<file path="src/rtl/rf_ctrl.sv">
// rf_ctrl -- register-file controller.
//
// After reset the controller sweeps zeros into every register of an external
// register file (INIT), then enters RUN, where it serves operand reads and
// writebacks with forwarding so that every read sees program-ordered data.
//
// Ports
//   clk, syn_rst                  clock, synchronous active-high reset
//   init_done                     zero sweep finished, controller in RUN
//   rd_req_valid/rd_req_ready     operand read request handshake
//   rd_src1, rd_src2              source register addresses
//   rsp_valid/rsp_ready           operand response handshake
//   rsp_op1, rsp_op2              operand values (one cycle after accept)
//   wb_valid/wb_ready             writeback handshake (never stalled in RUN)
//   wb_addr, wb_data              writeback destination and value
//   we, rd, data_in               register-file write port (registered)
//   rs1, rs2 / Qs1, Qs2           register-file read port (Qs combinational)
module rf_ctrl #(
  parameter int RF_ADDRESS_WIDTH = 5,
  parameter int DATA_WIDTH       = 16
) (
  input  logic                        clk,
  input  logic                        syn_rst,
  output logic                        init_done,
  input  logic                        rd_req_valid,
  output logic                        rd_req_ready,
  input  logic [RF_ADDRESS_WIDTH-1:0] rd_src1,
  input  logic [RF_ADDRESS_WIDTH-1:0] rd_src2,
  output logic                        rsp_valid,
  input  logic                        rsp_ready,
  output logic [DATA_WIDTH-1:0]       rsp_op1,
  output logic [DATA_WIDTH-1:0]       rsp_op2,
  input  logic                        wb_valid,
  output logic                        wb_ready,
  input  logic [RF_ADDRESS_WIDTH-1:0] wb_addr,
  input  logic [DATA_WIDTH-1:0]       wb_data,
  output logic                        we,
  output logic [RF_ADDRESS_WIDTH-1:0] rd,
  output logic [DATA_WIDTH-1:0]       data_in,
  output logic [RF_ADDRESS_WIDTH-1:0] rs1,
  output logic [RF_ADDRESS_WIDTH-1:0] rs2,
  input  logic [DATA_WIDTH-1:0]       Qs1,
  input  logic [DATA_WIDTH-1:0]       Qs2
);

  localparam logic [RF_ADDRESS_WIDTH-1:0] ADDR_ZERO = {RF_ADDRESS_WIDTH{1'b0}};
  localparam logic [RF_ADDRESS_WIDTH-1:0] ADDR_MAX  = {RF_ADDRESS_WIDTH{1'b1}};
  localparam logic [RF_ADDRESS_WIDTH-1:0] ADDR_ONE  =
    {{(RF_ADDRESS_WIDTH-1){1'b0}}, 1'b1};
  localparam logic [DATA_WIDTH-1:0]       DATA_ZERO = {DATA_WIDTH{1'b0}};

  typedef enum logic {
    ST_INIT = 1'b0,
    ST_RUN  = 1'b1
  } state_e;

  state_e                        state_q, state_d;
  logic [RF_ADDRESS_WIDTH-1:0]   cnt_q, cnt_d;
  logic                          we_q, we_d;
  logic [RF_ADDRESS_WIDTH-1:0]   rd_q, rd_d;
  logic [DATA_WIDTH-1:0]         data_in_q, data_in_d;
  logic                          rsp_valid_q, rsp_valid_d;
  logic [DATA_WIDTH-1:0]         rsp_op1_q, rsp_op1_d;
  logic [DATA_WIDTH-1:0]         rsp_op2_q, rsp_op2_d;

  logic                          run_s;
  logic                          rd_acc_s;
  logic                          wb_acc_s;

  // Operand selection in program order: r0 is hard zero, then the writeback
  // accepted this very cycle (older than the read), then the write still
  // sitting on the rf port (not yet visible on Qs), then the rf contents.
  function automatic logic [DATA_WIDTH-1:0] fwd_operand(
    input logic [RF_ADDRESS_WIDTH-1:0] src,
    input logic [DATA_WIDTH-1:0]       qs,
    input logic                        wb_hit_en,
    input logic [RF_ADDRESS_WIDTH-1:0] wb_a,
    input logic [DATA_WIDTH-1:0]       wb_d,
    input logic                        pend_we,
    input logic [RF_ADDRESS_WIDTH-1:0] pend_a,
    input logic [DATA_WIDTH-1:0]       pend_d
  );
    logic [DATA_WIDTH-1:0] val;
    if (src == ADDR_ZERO) begin
      val = DATA_ZERO;
    end else if (wb_hit_en && (wb_a == src)) begin
      val = wb_d;
    end else if (pend_we && (pend_a == src)) begin
      val = pend_d;
    end else begin
      val = qs;
    end
    return val;
  endfunction

  assign run_s        = (state_q == ST_RUN);
  assign init_done    = run_s;
  assign wb_ready     = run_s;
  assign rd_req_ready = run_s && (!rsp_valid_q || rsp_ready);
  assign rd_acc_s     = rd_req_valid && rd_req_ready;
  assign wb_acc_s     = wb_valid && wb_ready;
  assign rs1          = run_s ? rd_src1 : ADDR_ZERO;
  assign rs2          = run_s ? rd_src2 : ADDR_ZERO;
  assign we           = we_q;
  assign rd           = rd_q;
  assign data_in      = data_in_q;
  assign rsp_valid    = rsp_valid_q;
  assign rsp_op1      = rsp_op1_q;
  assign rsp_op2      = rsp_op2_q;

  // Next-state logic: zero sweep in INIT, writeback/read servicing in RUN.
  always_comb begin
    state_d     = state_q;
    cnt_d       = cnt_q;
    we_d        = 1'b0;
    rd_d        = rd_q;
    data_in_d   = data_in_q;
    rsp_valid_d = rsp_valid_q;
    rsp_op1_d   = rsp_op1_q;
    rsp_op2_d   = rsp_op2_q;
    case (state_q)
      ST_INIT: begin
        // The last sweep write is on the port this cycle; leave INIT once it
        // commits rather than when the counter wraps, so no gap or extra write.
        if (we_q && (rd_q == ADDR_MAX)) begin
          state_d = ST_RUN;
          we_d    = 1'b0;
        end else begin
          we_d      = 1'b1;
          rd_d      = cnt_q;
          data_in_d = DATA_ZERO;
          cnt_d     = cnt_q + ADDR_ONE;
        end
      end
      ST_RUN: begin
        // Writes to r0 are accepted but never reach the rf.
        if (wb_acc_s && (wb_addr != ADDR_ZERO)) begin
          we_d      = 1'b1;
          rd_d      = wb_addr;
          data_in_d = wb_data;
        end else begin
          we_d = 1'b0;
        end
        if (rd_acc_s) begin
          rsp_valid_d = 1'b1;
          rsp_op1_d   = fwd_operand(rd_src1, Qs1, wb_acc_s, wb_addr, wb_data,
                                    we_q, rd_q, data_in_q);
          rsp_op2_d   = fwd_operand(rd_src2, Qs2, wb_acc_s, wb_addr, wb_data,
                                    we_q, rd_q, data_in_q);
        end else if (rsp_ready) begin
          rsp_valid_d = 1'b0;
        end else begin
          rsp_valid_d = rsp_valid_q;
        end
      end
      default: begin
        state_d = ST_INIT;
        cnt_d   = ADDR_ZERO;
      end
    endcase
  end

  // State registers with synchronous reset.
  always_ff @(posedge clk) begin
    if (syn_rst) begin
      state_q     <= ST_INIT;
      cnt_q       <= ADDR_ZERO;
      we_q        <= 1'b0;
      rd_q        <= ADDR_ZERO;
      data_in_q   <= DATA_ZERO;
      rsp_valid_q <= 1'b0;
      rsp_op1_q   <= DATA_ZERO;
      rsp_op2_q   <= DATA_ZERO;
    end else begin
      state_q     <= state_d;
      cnt_q       <= cnt_d;
      we_q        <= we_d;
      rd_q        <= rd_d;
      data_in_q   <= data_in_d;
      rsp_valid_q <= rsp_valid_d;
      rsp_op1_q   <= rsp_op1_d;
      rsp_op2_q   <= rsp_op2_d;
    end
  end

endmodule

</file>
<file path="config.mk">
export PLATFORM = sky130hd
export DESIGN_NAME = rf_ctrl
export DESIGN_NICKNAME = d
export VERILOG_FILES = /design/src/rtl/rf_ctrl.sv
export SDC_FILE = /design/constraint.sdc
export NUM_CORES = 1
export LEC_CHECK = 0
export BUFFER_PORTS_ARGS = -buffer_cell sky130_fd_sc_hd__buf_2
export CORE_MARGIN = 3
export CORE_UTILIZATION = 51
export CTS_CLUSTER_DIAMETER = 120
export DETAILED_ROUTE_END_ITERATION = 7
export MAX_ROUTING_LAYER = met4
export PLACE_DENSITY = 0.86
export SLEW_MARGIN = 30
export SYNTH_ARGS = -nofsm -noshare
export SYNTH_HDL_FRONTEND = slang
export SYNTH_SLANG_ARGS = --single-unit
</file>
<file path="constraint.sdc">
create_clock -name clk -period 5.4 [get_ports clk]
set_clock_uncertainty 0.15 [all_clocks]
set_input_delay 1.08 -clock clk [delete_from_list [all_inputs] [get_ports clk]]
set_output_delay 1.08 -clock clk [all_outputs]
set_load 0.02 [all_outputs]
</file>
Word level (Yosys, flattened, before mapping) --
Index checks and enable logic that the tools add are counted.
Word-level totals: bits in registers 61, bits in latches 0, memory bits (writable) 0, ROM bits 0, input port bits 68, output and inout port bits 68, word-level logic and storage cells 58, memories 0
Cells by class: $add $sub $neg 1, multiply operators 0, divide/modulo/power cells 0, order comparisons 0, eq/ne operators 7, shift operators 0, muxes and demuxes 21, bitwise operators 2, reduce and logical (&&, ||, !) cells 19
Operators by type and width (count):
- 16-bit two-way mux | 8
- 16-bit one-hot mux with 2 select lines | 1
- 5-bit == test | 4
- 5-bit two-way mux | 4
- 5-bit logical NOT | 2
- 5-bit one-hot mux with 2 select lines | 1
- 1-bit logical AND | 9
- 2-bit AND reduction | 4
- 1-bit two-way mux | 6
- 5-bit by 1-bit adder with 5-bit output, second input constant | 1
- 5-bit == test, second input constant | 1
- 5-bit nonzero test | 1
- 2-bit by 1-bit != test with 1-bit output, second input constant | 1
- 2-bit != test, second input constant | 1
- 1-bit NOT | 2
- 1-bit one-hot mux with 2 select lines | 1
- 2-bit nonzero test | 1
- 1-bit logical NOT | 1
- 1-bit logical OR | 1

Longest topological paths before layout --
Gate-level depths: netlist of the first run.
depth in word-level cells 6, gate-level depth with buffers 8, mapped depth without buffers 5

Worst setup path after synthesis of the first run --
Ideal clock, no wire load.
kind input-to-output, start point in rsp_ready, end point out rd_req_ready, arrival time 1.451 ns, required time 4.170 ns, slack 2.719 ns, stages 2, buffers on the path 0, path through nand2b_1 and2_1
Between the ends: longest elaborated chain between the ends 2
RTL lines:
- start, declared | line 30 | input logic rsp_ready,
- 1-bit logical OR | line 99 | assign rd_req_ready = run_s && (!rsp_valid_q || rsp_ready);
- 1-bit logical AND | line 99
- end, declared | line 26 | output logic rd_req_ready,
No other way between the ends.

Worst setup path after layout of the first run --
start point reg state_q, in the netlist init_done, end point reg rd_q[2], in the netlist rd[2]
Between the ends: longest elaborated chain between the ends 4, elaborated cells between the ends (all ways) 7, those cells by class eq/ne: 2; mux: 1; bitwise: 1; reduce/logical: 3
RTL lines:
- start, declared | line 57 | state_e state_q, state_d;
- start signal, assigned | line 175 | state_q <= state_d;
- 1-bit logical AND | line 101 | assign wb_acc_s = wb_valid && wb_ready;
- 1-bit logical AND | line 137 | if (wb_acc_s && (wb_addr != ADDR_ZERO)) begin
- 2-bit by 1-bit != test with 1-bit output (no source line)
- 2-bit AND reduction (no source line)
- end signal, assigned | line 178 | rd_q <= rd_d;
- end, declared | line 60 | logic [RF_ADDRESS_WIDTH-1:0] rd_q, rd_d;
Several ways; a longest one is shown, not always the timed one. A chain may end at the register's enable or synchronous reset.

==> metrics.yaml, run 1 <==
synth_top_family_by_area: "compound AO/OA/AOI/OAI gates"
cts.clk_slew.worst_paths_ps: 60
place_congestion: 0.882
max_freq_ghz: 0.341
grt_pass1_wl_um: 13700
post_dp_cell_area_sq_um: 3610
netlist_area_sq_um: 2980
insertion_delay_ps: 330
p_leak_nw: 1.78
synthXorXnorAreaFrac_pct: 7.06
grt_usage_pct: 27.2
holdBufCountCts: 0
ys_ff_latch: 61
drt-initial-drc-count: 227
syn_nets: 393
dr.pass1.iters: 4
grt_max_degree: 33
cts_buffers: 9
yosysTopAreaCell: "dfxtp_1"
clockBufferDepth: 2
post-dp-hpwl_um: 6070
synth_fa_ha_area_share_pct: 0.420
period_share_pct: 54.2
ir_drop_uv: 151
h-tree-depth: 3
ctsResizeCount: 0
worst_ep_arrival_time_ps: 2980
avgSynthCellArea_sq_um: 9.19
crit_type: "reg -> reg"
seq_area_frac_synth_pct: 41.0
ys.flop_type: "dfxtp_1"
finalCriticalPeriod_ps: 2930
antenna_found_initial: 0
vias: 2985
die_h_um: 82.4
vias_per_cell: 5.69
worst_setup_path_start_kind: "flip-flop"
die_w_um: 82.4
stdcell_area_sq_um: 3870
critical_path.max_fanout: 25
grt_pass1_vias: 2868
portBuffers: 135
finalPower_w: 0.00106
synthSimpleGateAreaFrac_pct: 15.5
synth-async-reset-ratio_pct: 0
area_growth_pct: 29.9
yosysWarningCount: 0
cts_num_sinks: 61
ys_types: 32
ios: 136
timing.final.ws_setup_ps: 2470
rsz0062_at_grt: "false"
synth_top_area_share_pct: 41.0
finalWirelength_um: 8900
wl_per_cell_um: 16.9
tns_ps: 0
drc: 0
worst_ep_required_time_ps: 5450
fin_nets: 517
finalMaxSlewViolations: 0
cts_tree: "built"
synthTopCellsByArea: "dfxtp_1 (41%), mux2i_1 (12%), o221ai_1 (9.4%)"
setup_violations: 0
cts_setup_buffers: 0
synth_edf_count: 0
grt_remaining_overflow: 0
drv_cap: 0
diodes: 0
die-area_sq_um: 6790
synth_compound_area_share_pct: 16.4
synth_common_cells: "dfxtp_1 (61), mux2i_1 (37), nand2_1 (37)"
rows: 27
critPathCaptureType: "flip-flop"
synthMuxAreaShare_pct: 12.4
worstMarginPinSlew_ps: 917
start_util_pct: 53.4
finalHoldViolations: 0
status: "finished, final reports clean"
hold_path_class: "reg -> reg"
layout-drive-gt1-share_pct: 34.7
core_sq_um: 5570
synthCells: 324
cts_root_buffer: "clkbuf_8"
synth.most_common_cell: "dfxtp_1"
p_per_area_nw_per_um2: 275
max_slew_margin_pct: 38.9
antenna_left: 0
place_ws_ps: 2100
==> layout make-up <==
cell class / count / area (sq um)
Clock buffer: 13 / 169
Clock inverter: 3 / 90.1
Fill cell: 437 / 1710
Inverter: 16 / 60.1
Multi-Input combinational cell: 224 / 1550
Sequential cell: 61 / 1220
Tap cell: 72 / 90.1
Timing Repair Buffer: 136 / 683
==> layer usage <==
| metal | routed length (um) | GRT usage [%] | vias up |
|---|---|---|---|
| met5 | 0 | - | - |
| met4 | 113 | 9.47 | 0 |
| met1 | 3620 | 32.6 | 1402 |
| li1 | - | - | 1408 |
| met2 | 4300 | 43.5 | 164 |
| met3 | 855 | 7.81 | 11 |
==> state kept, by name, indices dropped and copies added (netlist names) <==
register	cells
rd	5
data_in	16
rsp_valid	1
we	1
rsp_op1	16
init_done	1
rsp_op2	16
cnt_q	5
==> worst max-delay path, cell delays in order, from the launching register on <==
cell,delay [ps]
dfxtp_1,880
nand2_1,270
a21oi_2,750
nor2_2,380
a211oi_1,300
nor3_1,60
==> worst paths after layout <==
check / endpoint / cells after the start / startpoint / slack (ps)
min reg2reg: rsp_op1[2]$_SDFFE_PP0P_ / 2 / rsp_op1[2]$_SDFFE_PP0P_ / 310
max: rd[2]$_SDFFE_PP0P_ / 5 / init_done$_SDFF_PP0_ / 2470
max reg2reg: rd[2]$_SDFFE_PP0P_ / 5 / init_done$_SDFF_PP0_ / 2470
min: rsp_op1[2]$_SDFFE_PP0P_ / 2 / rsp_op1[2]$_SDFFE_PP0P_ / 310
==> through the flow <==
step	instances	hold WS (ps)	util, %
finish	525	307	69.4
floorplan	324	328	-
global route	525	344	69.4
CTS	525	310	69.3
global placement	509	287	64.7
detailed placement	509	292	64.7
==> cells by family after synthesis <==
group | count (synthesis)
compound gates | 60
xor+xnor | 24
fa+ha+maj | 1
buf+inv | 39
flops | 61
mux | 37
simple gates | 102
==> power breakdown <==
group | total [W] | switching (W) | internal (W)
sequential | 0.000459 | 0.00000504 | 0.000453
combinational | 0.0000834 | 0.0000454 | 0.0000380
clock | 0.000520 | 0.000175 | 0.000345
total | 0.00106 | 0.000225 | 0.000836
==> cells in the final DEF, fill, tap and decap left out, drive strengths merged <==
cell	instances
nand2b	3
a22oi	17
inv	16
xor2	12
and4	1
nor2	33
and2	11
o221ai	32
nand3	1
nor2b	1
nor4	2
and3	2
clkbuf	13
dfxtp	61
a211oi	5
a21oi	3
nor3	6
or2	1
nand4b	1
nand4	3
ha	1
mux2i	37
bufinv	3
buf	136
xnor2	12
a31oi	3
nand2	37
Note: power is estimated with default switching activity, not from simulation.
==> inputs of run 2 (changes only) <==
--- a/config.mk
+++ b/config.mk
@@ -5,13 +5,14 @@
 export SDC_FILE = /design/constraint.sdc
 export NUM_CORES = 1
 export LEC_CHECK = 0
+export ABC_AREA = 1
 export BUFFER_PORTS_ARGS = -buffer_cell sky130_fd_sc_hd__buf_2
 export CORE_MARGIN = 3
-export CORE_UTILIZATION = 51
+export CORE_UTILIZATION = 50
 export CTS_CLUSTER_DIAMETER = 120
 export DETAILED_ROUTE_END_ITERATION = 7
 export MAX_ROUTING_LAYER = met4
-export PLACE_DENSITY = 0.86
+export PLACE_DENSITY = 0.81
 export SLEW_MARGIN = 30
 export SYNTH_ARGS = -nofsm -noshare
 export SYNTH_HDL_FRONTEND = slang
==> constraint.sdc (replaced) <==
create_clock -name clk -period 2.94 [get_ports clk]
set_clock_uncertainty 0.15 [all_clocks]
set_input_delay 0.588 -clock clk [delete_from_list [all_inputs] [get_ports clk]]
set_output_delay 0.588 -clock clk [all_outputs]
set_load 0.02 [all_outputs]
==> run 2 against run 1 <==
Cell count is 55% higher. Area after synthesis increased by 25%. Worst hold slack better by 6.7 ps. Worst setup slack lost 1700 ps. Critical path type unchanged.
==> metrics.yaml, run 2 <==
status: "finished, final reports clean"
tns_ps: 0  # unchanged
critPathCaptureType: "flip-flop"
vias_per_cell: 5.31  # -6.6%
max_freq_ghz: 0.453  # +33%
p_leak_nw: 2.30  # +29%
die_w_um: 92.2  # +12%
crit_type: "reg -> reg"
die_h_um: 92.2  # +12%
p_per_area_nw_per_um2: 411  # +50%
seq_area_frac_synth_pct: 32.8  # -8.2 points
reg2reg_to: "rsp_op2[14]$_SDFFE_PP0P_"
insertion_delay_ps: 340  # about the same
finalWirelength_um: 12000  # +35%
avgSynthCellArea_sq_um: 6.26  # -32%
ios: 136  # unchanged
hold_path_class: "reg -> reg"
diodes: 0  # unchanged
rows: 30  # +11%
whs_ps: 313  # +6.66 ps
synthTopCellsByArea: "dfxtp_1 (33%), nand2_1 (19%), nand3_1 (11%)"
antenna_found_initial: 0  # unchanged
finalHoldViolations: 0  # unchanged
cts_buffers: 9  # unchanged
crit_chain: "buf_4 > nand2_1 > inv_2 > nand2_1 > nor2_1 > nand3_2 > nor2_1 > nor2_1 > nand2_1 > a21oi_2"
holdPathEnd: "rsp_op2[6]$_SDFFE_PP0P_"
max_slew_margin_pct: 57.0  # +18 points
r2r_slack_ps: 730  # -1740 ps
syn_nets: 663  # +69%
start_util_pct: 53.0  # -0.42 points
synthCells: 594  # +83%
grt_pass1_vias: 4121  # +44%
worstMarginPinSlew_ps: 644  # -273 ps
synth_top_area_share_pct: 32.8  # -8.2 points
grt_remaining_overflow: 0  # unchanged
die-area_sq_um: 8510  # +25%
drt-initial-drc-count: 394  # +74%
finalCriticalPeriod_ps: 2210  # -722 ps
area_growth_pct: 23.4
cts.clk_slew.worst_paths_ps: 70  # about the same
wl_per_cell_um: 14.7  # -13%
place_congestion: 1.02  # +15%
final_common_cell: "nand2_1"
setup_violations: 0  # unchanged
cp-startpoint: "init_done$_SDFF_PP0_"
cts_root_buffer: "clkbuf_8"
rsz0062_at_grt: "false"
drv_cap: 0  # unchanged
portBuffers: 135  # unchanged
finalMaxSlewViolations: 0  # unchanged
grt_pass1_wl_um: 19400  # +42%
holdBufCountCts: 0  # unchanged
core_sq_um: 7020  # +26%
synth_common_cells: "nand2_1 (191), nand3_1 (83), nor2_1 (82)"
critical_path.max_fanout: 32  # +28%
cts_setup_buffers: 0  # unchanged
post-dp-hpwl_um: 8790  # +45%
synth-async-reset-ratio_pct: 0  # unchanged
ys.flop_type: "dfxtp_1"
critical_path.max_stage_delay_ps: 520  # -360 ps
slowest_stage: "nand3_2"
yosysTopAreaCell: "dfxtp_1"
antenna_left: 0  # unchanged
ys_ff_latch: 61  # unchanged
r2r-start: "init_done$_SDFF_PP0_"
holdPathStages: 2  # unchanged
layout-drive-gt1-share_pct: 27.5  # -7.1 points
hold_start: "rsp_op2[6]$_SDFFE_PP0P_"
synth.most_common_cell: "nand2_1"
ys_types: 27  # -16%
clockBufferDepth: 2  # unchanged
vias: 4328  # +45%
h-tree-depth: 3  # unchanged
dr.pass1.iters: 6  # +2
fin_nets: 783  # +51%
ctsResizeCount: 0  # unchanged
reg2regPathDepth: 10  # +5
synth_edf_count: 0  # unchanged
ir_drop_uv: 329  # +120%
mostFrequentLayoutCells: "nand2_1 (191), buf_2 (135), nand3_1 (83)"
yosysWarningCount: 0  # unchanged
cts_num_sinks: 61  # unchanged
worst_ep_arrival_time_ps: 2260  # -720 ps
netlist_area_sq_um: 3720  # +25%
worst_ep_required_time_ps: 3000  # -2450 ps
grt_usage_pct: 28.8  # +1.7 points
worst_setup_path_start_kind: "flip-flop"
period_share_pct: 75.1  # +21 points
cts_tree: "built"
grt_max_degree: 34  # +3.0%
drc: 0  # unchanged
## run 2: cell types whose count changed after synthesis, moves of 12 or more
cell / delta
inv_1: +20
o221ai_1: -32
nand3_1: +82
mux2i_1: -37
a21oi_2: +19
a22oi_1: -17
a21oi_1: +41
xnor2_1: -12
o21ai_0: +16
xor2_1: -12
nor2_1: +50
nand2_1: +154
## run 2: final cells by class
class	instances	area, sq um
fillers	673	2430
multi-input cells	458	2140
well taps	96	120
clock inverters	5	83.8
repair buffers	140	713
flip-flops and latches	61	1220
inverters	44	169
clock buffers	11	141
## run 2: critical path: cells and delay by family (launching register included)
kind	cells	cell delay, ps
AOI/OAI and AO/OA	1	50
and+or+nand+nor	7	1230
DFF	1	330
buffers and inverters	2	310
## run 2: per-layer routing
metal	wire length, um	part of all wire [%]	up-vias	global-route usage (%)
met5	0	0	-	-
met1	4970	42	1948	36.0
met3	1140	9.5	20	5.17
met2	5680	47	222	47.6
met4	182	1.5	0	8.79
li1	-	-	2138	-
## run 2: cell families (layout without fill, tap and decap cells)
family,after synthesis,in the layout,share of synthesized area [%]
simple gates,374,374,43.1
fa+ha+maj,1,1,0.336
compound gates,83,83,14.1
flops,61,61,32.8
buf+inv,75,200,9.59
## run 2: power breakdown
part | internal (W) | switching, W | total (W)
Sequential | 0.000832 | 0.00000787 | 0.000840
Combinational | 0.0000731 | 0.000134 | 0.000207
Clock | 0.000502 | 0.000338 | 0.000840
Total | 0.00141 | 0.000480 | 0.00189
## run 2: stage by stage
stage                     utilization (%)  std cells  total power [W]  cell area (sq um)  worst slack [ps]
after floorplan                         -        594         0.000971               3720               790
after global placement               62.2        799          0.00106               4360               596
after global routing                 65.4        815          0.00196               4590               543
final                                65.4        815          0.00189               4590               733
after detailed placement             62.2        799          0.00106               4360               566
after CTS                            65.4        815          0.00190               4590               773
## run 2: how the worst max path moves through the flow
stage | cells past startpoint | slack [ps] | endpoint
after CTS | 10 | 770 | rsp_op2[14]$_SDFFE_PP0P_
after floorplan | 5 | 790 | rs1[0]
after global placement | 10 | 600 | rsp_op2[14]$_SDFFE_PP0P_
after detailed placement | 10 | 570 | rsp_op2[14]$_SDFFE_PP0P_
after global routing | 10 | 540 | rsp_op1[3]$_SDFFE_PP0P_
final | 10 | 730 | rsp_op2[14]$_SDFFE_PP0P_
==> inputs of run 3 (changes only) <==
--- a/config.mk
+++ b/config.mk
@@ -8,11 +8,11 @@
 export ABC_AREA = 1
 export BUFFER_PORTS_ARGS = -buffer_cell sky130_fd_sc_hd__buf_2
 export CORE_MARGIN = 3
-export CORE_UTILIZATION = 50
+export CORE_UTILIZATION = 45
 export CTS_CLUSTER_DIAMETER = 120
 export DETAILED_ROUTE_END_ITERATION = 7
 export MAX_ROUTING_LAYER = met4
-export PLACE_DENSITY = 0.81
+export PLACE_DENSITY = 0.77
 export SLEW_MARGIN = 30
 export SYNTH_ARGS = -nofsm -noshare
 export SYNTH_HDL_FRONTEND = slang
==> constraint.sdc (replaced) <==
create_clock -name clk -period 1.9 [get_ports clk]
set_clock_uncertainty 0.15 [all_clocks]
set_input_delay 0.38 -clock clk [delete_from_list [all_inputs] [get_ports clk]]
set_output_delay 0.38 -clock clk [all_outputs]
set_load 0.02 [all_outputs]
==> run 3 against run 2 <==
Count of clock-buffer cells in the layout unchanged. Via count grew 1.0%. Die area increased by 10%. Routed wire length increased by 1.7%. First-iteration DRC count fell by 16%. Utilization is 5.8 points lower. Global-route usage shrank 2.2 points.
==> metrics.yaml, run 3 (synthesized netlist as in run 2, its figures left out) <==
drc: 0  # unchanged
area_growth_pct: 26.5
cts_num_sinks: 61  # unchanged
grt_remaining_overflow: 0  # unchanged
die_h_um: 96.9  # +5.1%
grt_usage_pct: 26.6  # -2.2 points
critPathCaptureType: "primary output"
critical_path.max_fanout: 18  # -44%
cts_buffers: 9  # unchanged
finalCriticalPeriod_ps: 1830
dr.pass1.iters: 6  # unchanged
period_share_pct: 96.4
drt-initial-drc-count: 331  # -16%
holdBufCountCts: 0  # unchanged
diodes: 0  # unchanged
tns_ps: 0  # unchanged
place_congestion: 1.00  # -1.6%
cts.clk_slew.worst_paths_ps: 70  # about the same
crit_type: "reg -> out"
power.share.clock_pct: 37.6  # -6.9 points
insertion_delay_ps: 340  # about the same
antenna_left: 0  # unchanged
max_slew_margin_pct: 64.6  # +7.6 points
p_per_area_nw_per_um2: 559  # +36%
p_comb_share_pct: 13.1  # +2.1 points
p_sw_share_pct: 28.5  # +3.1 points
p_leak_nw: 2.35  # +2.2%
grt_max_degree: 50  # +47%
clockBufferDepth: 2  # unchanged
ir_drop_uv: 366  # +11%
cts_tree: "built"
whs_ps: 140  # -173 ps
worst_setup_path_start_kind: "flip-flop"
r2r_slack_ps: 130  # -600 ps
ios: 136  # unchanged
start_util_pct: 47.1  # -5.8 points
slowest_stage: "dfxtp_1"
post-dp-hpwl_um: 8940  # +1.7%
drv_cap: 0  # unchanged
status: "finished, final reports clean"
die-area_sq_um: 9390  # +10%
max_freq_ghz: 0.546
grt_pass1_vias: 4223  # +2.5%
power_frac_seq_pct: 49.3  # +4.8 points
mostFrequentLayoutCells: "nand2_1 (191), buf_2 (135), nand3_1 (83)"
die_w_um: 96.9  # +5.1%
critical_path.max_stage_delay_ps: 430  # -90 ps
worstMarginPinSlew_ps: 529  # -115 ps
postLayoutCoreUtil_pct: 59.6  # -5.8 points
hold_path_class: "in -> reg"
final_common_cell: "nand2_1"
h-tree-depth: 3  # unchanged
core_sq_um: 7890  # +12%
netSwitchingPower_w: 0.000749  # +56%
cts_root_buffer: "clkbuf_8"
worst_ep_arrival_time_ps: 1300  # -960 ps
power.internal_w: 0.00188  # +34%
vias: 4373  # +1.0%
antenna_found_initial: 0  # unchanged
vias_per_cell: 5.28  # -0.55%
layout-drive-gt1-share_pct: 28.1  # +0.56 points
finalHoldViolations: 0  # unchanged
wl_per_cell_um: 14.7  # +0.12%
grt_pass1_wl_um: 20300  # +4.8%
portBuffers: 135  # unchanged
worst_ep_required_time_ps: 1370  # -1630 ps
rows: 32  # +6.7%
fin_nets: 790  # +0.89%
finalWirelength_um: 12200  # +1.7%
crit_chain: "buf_4 > buf_2"
setup_violations: 0  # unchanged
finalMaxSlewViolations: 0  # unchanged
-- run 3: changes by cell type in the layout (fill, tap and decap cells not counted), moves of 2 or more --
cell	before	now
buf_4	5	3
bufinv_16	2	0
nand3_2	5	3
clkinv_2	1	4
buf_12	0	8
nand3_4	0	2
-- run 3: what timing repair did --
item | 4_1_cts | 5_1_grt
setup buffers | 0 | 2
gates resized for setup | 0 | 4
setup endpoints to repair | 0 | 42
-- run 3: stage by stage --
step	cell area [sq um]	power (W)	cells	setup slack (ps)
floorplan	3720	0.00150	594	37.1
finish	4700	0.00263	828	68.1
global route	4700	0.00275	828	-5.26
detailed placement	4480	0.00166	810	58.7
global placement	4480	0.00165	810	122
CTS	4640	0.00264	826	43.2
-- run 3: area by class of cell --
type                            count  area [sq um]
Fill cell                         774          3180
Sequential cell                    61          1220
Multi-Input combinational cell    458          2160
Timing Repair Buffer              147           870
Clock inverter                      5          27.5
Tap cell                          102           128
Clock buffer                       11           131
Inverter                           44           170
-- run 3: power by group through the flow --
stage | sequential [W] | clock (W) | combinational [W]
global route | 0.00130 | 0.00107 | 0.000382
global placement | 0.00133 | 0 | 0.000326
finish | 0.00130 | 0.000990 | 0.000344
CTS | 0.00130 | 0.00101 | 0.000331
floorplan | 0.00133 | 0 | 0.000171
detailed placement | 0.00133 | 0 | 0.000329
-- run 3: worst paths after layout --
check / depth (start not counted) / from / endpoint
max reg2reg: 9 / rd[0]$_SDFFE_PP0P_ / rsp_op1[4]$_SDFFE_PP0P_
max: 2 / init_done$_SDFF_PP0_ / init_done
min reg2reg: 2 / rsp_op2[8]$_SDFFE_PP0P_ / rsp_op2[8]$_SDFFE_PP0P_
min: 2 / syn_rst / init_done$_SDFF_PP0_
-- run 3: critical path: cells and delay by family, from the launching register on --
| kind | cells | cell delay [ps] |
|---|---|---|
| flip-flops | 1 | 430 |
| buffers and inverters | 2 | 530 |
-- run 3: per-layer routing --
metal	share of wire (%)	wire (um)	global-route usage, %
met1	44	5330	35.0
met2	46	5650	41.5
met3	8.1	990	4.54
met4	1.7	208	8.96
met5	0	0	-
